===== config.mk =====
export PLATFORM = sky130hd
export DESIGN_NAME = fetcher_icache
export DESIGN_NICKNAME = d
export VERILOG_FILES = /design/src/rtl/fetcher_icache_pkg.sv /design/src/rtl/fetcher_icache_icache.sv /design/src/rtl/fetcher_icache.sv
export SDC_FILE = /design/constraint.sdc
export NUM_CORES = 2
export LEC_CHECK = 0
export BUFFER_PORTS_ARGS = -buffer_cell sky130_fd_sc_hd__buf_2
export CAP_MARGIN = 20
export CORE_MARGIN = 4
export CORE_UTILIZATION = 60
export DETAILED_ROUTE_END_ITERATION = 10
export HOLD_SLACK_MARGIN = 0.05
export MAX_ROUTING_LAYER = met4
export PLACE_DENSITY_LB_ADDON = 0.15
export SLEW_MARGIN = 5
export SYNTH_ARGS = -nofsm -noshare
export SYNTH_HDL_FRONTEND = slang
export SYNTH_SLANG_ARGS = --single-unit
export TNS_END_PERCENT = 5

===== constraint.sdc =====
create_clock -name clk_in -period 6.51 [get_ports clk_in]
set_input_delay 0.3255 -clock clk_in [delete_from_list [all_inputs] [get_ports clk_in]]
set_output_delay 0.3255 -clock clk_in [all_outputs]
set_load 0.05 [all_outputs]

===== src/rtl/fetcher_icache_pkg.sv =====
// Shared definitions for the instruction fetcher and its direct-mapped cache.
package fetcher_icache_pkg;

  localparam int          ICACHE_INDEX_W_DEF = 6;
  localparam logic [31:0] RESET_PC           = 32'h0000_0000;

  typedef enum logic {
    ST_IDLE     = 1'b0,
    ST_WAIT_MEM = 1'b1
  } fetch_state_e;

  // Sequential fetch advances by one 32-bit instruction, wrapping at 2^32.
  function automatic logic [31:0] pc_next(input logic [31:0] pc);
    return pc + 32'd4;
  endfunction

endpackage


===== src/rtl/fetcher_icache_icache.sv =====
// Direct-mapped instruction cache array: one 32-bit word per line,
// combinational read by index, single write port used for miss fills.
module fetcher_icache_icache
  import fetcher_icache_pkg::*;
#(
  parameter int INDEX_W = ICACHE_INDEX_W_DEF,
  parameter int TAG_W   = 32 - INDEX_W - 2
) (
  input  logic               clk_in,
  input  logic               rst_in,
  input  logic [INDEX_W-1:0] rd_idx,
  input  logic [TAG_W-1:0]   rd_tag,
  output logic               rd_hit,
  output logic [31:0]        rd_data,
  input  logic               wr_en,
  input  logic [INDEX_W-1:0] wr_idx,
  input  logic [TAG_W-1:0]   wr_tag,
  input  logic [31:0]        wr_data
);

  localparam int LINES = 1 << INDEX_W;

  logic [LINES-1:0] valid_q, valid_d;
  logic [TAG_W-1:0] tag_q  [LINES];
  logic [31:0]      data_q [LINES];

  // Next valid vector: a fill marks its line valid.
  always_comb begin
    valid_d = valid_q;
    if (wr_en) valid_d[wr_idx] = 1'b1;
  end

  // Only the valid bits need reset; tag/data are meaningless until valid.
  always_ff @(posedge clk_in or negedge rst_in) begin
    if (!rst_in) valid_q <= '0;
    else         valid_q <= valid_d;
  end

  // Tag and data storage written on fill.
  always_ff @(posedge clk_in) begin
    if (wr_en) begin
      tag_q[wr_idx]  <= wr_tag;
      data_q[wr_idx] <= wr_data;
    end
  end

  assign rd_hit  = valid_q[rd_idx] && (tag_q[rd_idx] == rd_tag);
  assign rd_data = data_q[rd_idx];

endmodule


===== src/rtl/fetcher_icache.sv =====
// Instruction fetcher: walks the fetch PC through a direct-mapped cache,
// issues hits to the decoder one per cycle, and fetches misses from memory.
module fetcher_icache
  import fetcher_icache_pkg::*;
#(
  parameter int ICACHE_INDEX_W = ICACHE_INDEX_W_DEF
) (
  input  logic        clk_in,
  input  logic        rst_in,
  input  logic        rdy_in,
  input  logic        rollback_flag_in,
  input  logic [31:0] rollback_pc_in,
  input  logic        stall_in,
  output logic [31:0] inst_to_decoder,
  output logic [31:0] pc_to_decoder,
  output logic        valid_to_decoder,
  output logic [31:0] pc_to_mem,
  output logic        en_signal_to_mem,
  output logic        drop_flag_to_mem,
  input  logic        ok_flag_from_mem,
  input  logic [31:0] inst_from_mem
);

  localparam int TAG_W = 32 - ICACHE_INDEX_W - 2;

  fetch_state_e state_q, state_d;
  logic [31:0]  pc_q, pc_d;
  logic [31:0]  inst_q, inst_d;
  logic [31:0]  pc_dec_q, pc_dec_d;
  logic [31:0]  pc_mem_q, pc_mem_d;
  logic         valid_q, valid_d;
  logic         en_q, en_d;

  logic         hit;
  logic [31:0]  hit_data;
  logic         fill_en;

  fetcher_icache_icache #(
    .INDEX_W (ICACHE_INDEX_W),
    .TAG_W   (TAG_W)
  ) u_icache (
    .clk_in  (clk_in),
    .rst_in  (rst_in),
    .rd_idx  (pc_q[ICACHE_INDEX_W+1:2]),
    .rd_tag  (pc_q[31:ICACHE_INDEX_W+2]),
    .rd_hit  (hit),
    .rd_data (hit_data),
    .wr_en   (fill_en),
    .wr_idx  (pc_mem_q[ICACHE_INDEX_W+1:2]),
    .wr_tag  (pc_mem_q[31:ICACHE_INDEX_W+2]),
    .wr_data (inst_from_mem)
  );

  // Abort is forwarded straight through so memory sees it in the same cycle.
  assign drop_flag_to_mem = rollback_flag_in;

  // Next-state logic; rollback wins over everything, rdy_in low freezes all.
  always_comb begin
    state_d  = state_q;
    pc_d     = pc_q;
    inst_d   = inst_q;
    pc_dec_d = pc_dec_q;
    pc_mem_d = pc_mem_q;
    valid_d  = valid_q;
    en_d     = en_q;
    fill_en  = 1'b0;
    if (rdy_in) begin
      if (rollback_flag_in) begin
        pc_d    = rollback_pc_in;
        state_d = ST_IDLE;
        valid_d = 1'b0;
        en_d    = 1'b0;
      end else begin
        valid_d = 1'b0;
        en_d    = 1'b0;
        unique case (state_q)
          ST_IDLE: begin
            if (hit) begin
              if (!stall_in) begin
                valid_d  = 1'b1;
                inst_d   = hit_data;
                pc_dec_d = pc_q;
                pc_d     = pc_next(pc_q);
              end
            end else begin
              en_d     = 1'b1;
              pc_mem_d = pc_q;
              state_d  = ST_WAIT_MEM;
            end
          end
          ST_WAIT_MEM: begin
            // The refilled line then issues through the normal hit path.
            if (ok_flag_from_mem) begin
              fill_en = 1'b1;
              state_d = ST_IDLE;
            end
          end
          default: state_d = ST_IDLE;
        endcase
      end
    end
  end

  // Control FSM and registered decoder/memory outputs.
  always_ff @(posedge clk_in or negedge rst_in) begin
    if (!rst_in) begin
      state_q  <= ST_IDLE;
      pc_q     <= RESET_PC;
      inst_q   <= '0;
      pc_dec_q <= '0;
      pc_mem_q <= '0;
      valid_q  <= 1'b0;
      en_q     <= 1'b0;
    end else begin
      state_q  <= state_d;
      pc_q     <= pc_d;
      inst_q   <= inst_d;
      pc_dec_q <= pc_dec_d;
      pc_mem_q <= pc_mem_d;
      valid_q  <= valid_d;
      en_q     <= en_d;
    end
  end

  assign inst_to_decoder  = inst_q;
  assign pc_to_decoder    = pc_dec_q;
  assign valid_to_decoder = valid_q;
  assign pc_to_mem        = pc_mem_q;
  assign en_signal_to_mem = en_q;

endmodule


# Word-level counts from Yosys, hierarchy flattened
# Memory sizes are Yosys's and may differ from the RTL's. A register that Yosys moved wholly into a read port is not among the register bits.
# Cells that the tools add are included.
# totals
ram_bits	3584
romBits	0
input_bits	70
elab_cells	52
latch_bits	0
reg_bits	163
memories	2
output_inout_bits	99
# memory_table
name	depth	word_bits	rd	rd_clocked_by_memory_dff	wr	line	rtl
u_icache.data_q	64	32	1	1	1	fetcher_icache_icache.sv:25	logic [31:0] data_q [LINES];
u_icache.tag_q	64	24	1	0	1	fetcher_icache_icache.sv:24	logic [TAG_W-1:0] tag_q [LINES];
# classes
reduce_logical	7
mul	0
n_eq_ne	3
shifts	0
addsub	1
n_div	0
n_lt_le_gt_ge	3
muxes	24
bitwise	5
# op_table
op	count
32-bit 2-to-1 mux	4
64-bit bitwise OR	1
32-bit by 3-bit adder with 32-bit output (second input constant)	1
24-bit == test	1
1-bit 2-to-1 mux	17
6-bit by 7-bit < comparator with 1-bit output (second input constant)	2
4-bit AND reduction	2
1-bit binary-select mux with 6-bit select	1
1-bit demux with 6-bit select	1
6-bit by 1-bit >= comparator with 1-bit output (second input constant)	1
5-bit AND reduction	1
2-bit != test (second input constant)	2
1-bit NOT	4
1-bit logical AND	2
1-bit one-hot mux with 2 select lines	1
2-bit nonzero test	1
1-bit zero test	1

# Logic depth before layout (Yosys ltp)
# depth
word_depth	6
ltp_mapped	20
ltp_nobuf	10

# Modules after synthesis
# A second synthesis with hierarchy kept.
# unflattened
cells_unflattened	6517
hier_area_um2	145264.3
# by_module_without_submodules
mod	instances	area_each_um2	cells_per_inst	seq_area_each_um2
fetcher_icache_icache	1	139347.4	5900	109224.8
fetcher_icache	1	5916.9	617	3278.1

# Least setup slack after synthesis
# No wires, ideal clock.
# synth_timing
path_type	flip-flop to flip-flop
from	reg pc_mem_q[6], in the netlist pc_to_mem[6]
to	mem u_icache.data_q[16][0], enable pin
n_path_buf	2
path_slack_ps	2155
t_arrival_ps	3884
path_stages_with_launch	5
required_ps	6039
setup_ps	471
synth_period_minus_slack_ps	4355
cell_sequence	dfrtp_1 -> clkbuf_1 -> or3b_2 -> clkbuf_1 -> nor2_1
# synth_rtl
item	line	rtl
start, declared	fetcher_icache.sv:30	logic [31:0] pc_mem_q, pc_mem_d;
start signal, assigned	fetcher_icache.sv:119	pc_mem_q <= pc_mem_d;
end, declared	fetcher_icache_icache.sv:25	
# Straight into the memory's write port.

# Final worst setup path
# layout_timing
from	reg pc_q[5]
to	reg pc_q[26]
# layout_via
elab_chain_len	5
elab_cells_between_ends	12
cone_classes	1 x add/sub; 1 x eq/ne; 6 x mux; 3 x reduce/logical; 1 x memory
# layout_lines
item	line	rtl
start, declared	fetcher_icache.sv:27	logic [31:0] pc_q, pc_d;
start signal, assigned	fetcher_icache.sv:116	pc_q <= pc_d;
memory 64 x 24 bit (tied with other cells)	--	
24-bit == test (tied with other cells)	fetcher_icache_icache.sv:47	assign rd_hit = valid_q[rd_idx] && (tag_q[rd_idx] == rd_tag);
1-bit logical AND / 32-bit 2-to-1 mux (equally long branches)	fetcher_icache_icache.sv:47, fetcher_icache.sv:78	
2-bit nonzero test (no line) / 32-bit 2-to-1 mux (equally long branches)	--	
4-bit AND reduction (no line) / 32-bit 2-to-1 mux (equally long branches)	--	
# Several ways; a longest one is shown, not always the timed one. The select of a mux whose other input is x is not followed.
# A chain may end at the register's enable or synchronous reset.

==> impl.org <==
** Timing
- For the final routed database, the setup TNS stands at 0 ps.
- Final period demand of the worst path :: 6470 ps
- Of the available clock period, the critical path in the final layout requires 99.3%.
- Setup violations remaining at the end of the flow were counted as 0.
- The number of max-slew violations in the final report is 0.
- Slew margin rel. :: 17.1%
- Between clock sinks in the finished design, the worst skew comes to 76.5 ps.
- At the pin with the least slew margin, the transition time is 1240 ps.
- Hold violation total from the final report :: 0
- Timing-limited maximum frequency :: 155 MHz
- Worst slack on hold paths :: 86.1 ps
- Setup repair after global routing left no endpoint under its margin.

** Power and ir drop
- The share of total power dissipated in the clock network is 37.6%.
- Share of power burned in registers :: 49.7%
- Share of power burned in combinational logic :: 12.7%
- Pwr Total :: 57.0 mW
- Net switching is 24.2% of the power.
- Power per cell area :: 345 mW/mm^2
- Across the VDD grid, the largest voltage drop is 247 uV.
- Switching pwr :: 13.8 mW
- Summed over all cells, the static leakage comes to 53.9 nW.
- Internal power :: 43.2 mW

** Floorplanning
- During I/O placement, the number of pins put on the boundary was 169.
- The floorplan step defined a die boundary enclosing 0.251 mm^2.
- Core area :: 0.241 mm^2
- The die is 501 um wide.
- From bottom edge to top edge, the die measures 501 um.
- The floorplan has 180 rows.
- Once the floorplan was initialized, standard cells occupied 60.5% of the core.

** Yosys
- The synthesized netlist devotes 0.00857% of its cell area to adder and majority cells.
- When the netlist entered floorplanning its net count stood at 6468.
- Gate Count Post-Synth :: 6397
- Multiplexer cells account for 17.7% of the synthesized area.
- For this run, the register share of the synthesized area comes to 77.1%.
- Basic-gate share of the synthesized area counting and, or, nand and nor cells :: 1.76%
- Fraction of the mapped netlist area in compound gates :: 1.95%
- Most frequently used flop master after synthesis :: sky130_fd_sc_hd__edfxtp_1
- Number of unique standard cell types used by synthesis :: 84
- Yosys mapped a number of flops with a built-in enable equal to 3584.
- The Yosys step of the flow raised 0 warnings.
- After synthesis, the largest family of logic cells by area is multiplexers.
- Cell area after synthesis :: 0.146 mm^2
- Synthesis inferred 3779 register bits.
- Averaged over all synthesized cells, the footprint is 22.8 um^2.
- Fraction of synthesis flops using an asynchronous set or reset pin :: 5.16%
- The synthesized netlist devotes 0.108% of its cell area to XOR and XNOR gates.

** Worst setup path
- Critical-path top delay cell :: sky130_fd_sc_hd__dfrtp_4
- Crit path capture type :: flip-flop
- STA puts the critical path data required time at 7350 ps.
- Arrival time of data at the critical path endpoint :: 7300 ps
- The most critical setup path has its startpoint at pc_q[5]$_DFFE_PN0P_.
- For the worst flop-to-flop path, the logic depth is 14.
- Type of the worst setup path :: flip-flop to flip-flop
- Traced cell by cell, the critical path runs through nand3b_1 -> buf_4 -> o22ai_1 -> nor2_1 -> a311oi_1 -> a21boi_0 -> nor3_1 -> buf_4 -> and4b_1 -> and4_1 -> nand3_1 -> dlygate4sd3_1 -> nor3b_1 -> dlygate4sd3_1.
- FF-to-FF Start :: pc_q[5]$_DFFE_PN0P_
- End point of the critical path :: pc_q[26]$_DFFE_PN0P_
- R2R setup slack :: 40 ps
- STA classifies the critical path startpoint as a flip-flop.
- Of all nets on the critical path, the largest fanout is 34.
- CP max stage delay :: 930 ps
- The worst register-to-register path ends at pc_q[26]$_DFFE_PN0P_.

** CTS
- The later pin in the worst-skew pair is clocked with a latency of 980 ps.
- Number of buffers added by the clock tree synthesis step :: 385
- Number of H-tree branching levels :: 5
- Gates resized during post-CTS repair numbered 0.
- The tree is rooted in a sky130_fd_sc_hd__clkbuf_16.
- TritonCTS built the clock tree.
- No sink is reached through more buffers than the 4 on the longest clock path.
- # clock sinks :: 3779
- Clock transition at path regs :: 60 ps

** Cells and area
- Most used cells in the layout excluding fill and tap cells :: sky130_fd_sc_hd__edfxtp_1 (3584), sky130_fd_sc_hd__mux4_2 (971), sky130_fd_sc_hd__clkbuf_16 (391)
- Most common cell after layout, fill and taps aside :: sky130_fd_sc_hd__edfxtp_1
- Fraction of layout instances using a drive strength above 1 :: 30.9%
- Number of standard cells in the final layout excluding fillers :: 10400
- In the final layout, the multi-input gates occupy 0.0319 mm^2.
- From synthesis to final layout, the design area changed by 13.1%.
- In the final design database the tool counted 7014 nets.
- In the final layout, flip-flops and latches occupy 0.113 mm^2.
- After filler insertion, the fill cell instance count of the layout stands at 14500.

** Placement
- Counting tap cells, the placed design contains a total of 9651 instances.
- During placement, the flow inserted port buffers numbering 168.
- Global placement routability congestion :: 0.896
- Detailed placement finished with a half-perimeter wire length of 209 mm.

** Global route
- Remaining global-route overflow :: 0
- Pin count of the biggest net entering global routing :: 143
- Global-route wire length before repair :: 574 mm
- The number of global-route vias before repair is 72600.
- Gr usage total :: 34.1%
- The number of antenna violations at the first check in global routing was 12.

** Detailed routing
- The final route contains 74900 vias.
- Vias per Instance :: 7.18
- Summed over all layers, the routed wires come to 413 mm.
- Final routed DRC violation total :: 0
- Dividing the detail-routed wire length by the instance count gives 39.5 um.
- First-pass iteration count of the detailed router :: 6
- The count of nets left with antenna violations once routing finished came out at 0.
- The detailed router finished its first iteration with 12700 violations.

** Outcome
- Outcome :: complete, no violations

** Min path
- Type of the worst min-delay path :: input pin to flip-flop
- Worst hold path startpoint :: inst_from_mem[26]

** Flow run
- Max-cap violations :: 0
[power by group through the flow]
stage	Combinational [mW]	Clock [mW]	Sequential [mW]
detailed placement	6.59	0	29.2
global route	7.59	22.7	28.3
floorplan	4.22	0	29.1
finish	7.26	21.4	28.3
global placement	6.50	0	29.1
CTS	6.67	21.6	28.7
[cell usage after synthesis, types with 26 or more instances]
cell type	instances	share of area, %
sky130_fd_sc_hd__a211oi_1	28	0.14
sky130_fd_sc_hd__a21oi_1	53	0.18
sky130_fd_sc_hd__a22oi_1	102	0.52
sky130_fd_sc_hd__and3_1	26	0.11
sky130_fd_sc_hd__buf_1	31	0.080
sky130_fd_sc_hd__buf_2	93	0.32
sky130_fd_sc_hd__buf_4	28	0.14
sky130_fd_sc_hd__buf_6	36	0.28
sky130_fd_sc_hd__clkbuf_1	156	0.40
sky130_fd_sc_hd__dfrtp_1	195	3.3
sky130_fd_sc_hd__edfxtp_1	3584	74
sky130_fd_sc_hd__mux2_2	72	0.56
sky130_fd_sc_hd__mux2_4	28	0.29
sky130_fd_sc_hd__mux2i_1	245	1.7
sky130_fd_sc_hd__mux4_2	971	15
sky130_fd_sc_hd__nand2_1	107	0.28
sky130_fd_sc_hd__nand3_1	35	0.12
sky130_fd_sc_hd__nor2_1	135	0.35
sky130_fd_sc_hd__o21ai_0	26	0.089
sky130_fd_sc_hd__or2_2	68	0.29
[worst max-delay path: cells and delay by family, from the launching register on]
kind                   cells  cell delay [ps]
AO/OA/AOI/OAI              3              840
buffers and inverters      4             1830
AND/OR/NAND/NOR            7             2680
flip-flops                 1              930
[sequential cells by signal (all words and copies together), names as in the netlist]
register / cells
en_signal_to_mem: 1
inst_to_decoder: 32
pc_q: 32
pc_to_decoder: 32
pc_to_mem: 32
state_q: 1
u_icache.data_q: 2048
u_icache.tag_q: 1536
u_icache.valid_q: 64
valid_to_decoder: 1
[what timing repair did]
action | in CTS | in global routing
hold buffers | 71 | 2
buffers inserted | 0 | 0
endpoints found under the hold margin | 885 | 128
[kinds of logic (layout without fill, tap and decap cells)]
family / after synthesis / count (layout)
other cells: 0 / 10
xor+xnor: 18 / 18
mux: 1336 / 1336
flops: 3779 / 3779
compound gates: 384 / 384
buf+inv: 375 / 1223
fa+ha+maj: 1 / 1
simple gates: 504 / 504
[layout make-up]
cell class,count,share of cell area [%]
Sequential cell,3779,68.2
Multi-Input combinational cell,2243,19.3
Timing Repair Buffer,521,2.72
Tap cell,3185,2.41
Clock inverter,219,1.21
Inverter,13,0.0371
Clock buffer,470,6.13
Antenna cell,10,0.0152
[per-stage QoR]
step / instance area [um^2] / utilization [%] / setup WS, ps
after floorplan: 146000 / - / 2160
after detailed placement: 152000 / 63.0 / 1200
after global routing: 165000 / 68.5 / 8.93
after global placement: 152000 / 63.0 / 1260
final: 165000 / 68.5 / 43.7
after CTS: 165000 / 68.3 / 243
[how the worst min path moves through the flow]
stage | end | slack [ps] | cells past startpoint
floorplan | en_signal_to_mem$_DFFE_PN0P_ | 30 | 0
global placement | pc_to_mem[30]$_DFFE_PN0P_ | 410 | 1
detailed placement | pc_to_mem[25]$_DFFE_PN0P_ | 420 | 1
CTS | pc_q[15]$_DFFE_PN0P_ | 50 | 5
global route | pc_q[15]$_DFFE_PN0P_ | 100 | 5
finish | u_icache.data_q[42][26]$_DFFE_PP_ | 90 | 1
[per-layer routing]
metal  vias to the layer above  part of all wire (%)  GRT usage (%)
li1                      28300                     -              -
met1                     40100                    36           47.9
met2                      5586                    48           51.1
met3                       954                    12           6.76
met4                         0                   4.2           12.0
met5                         -                     0              -
Note: power is estimated with default switching activity, not from simulation.
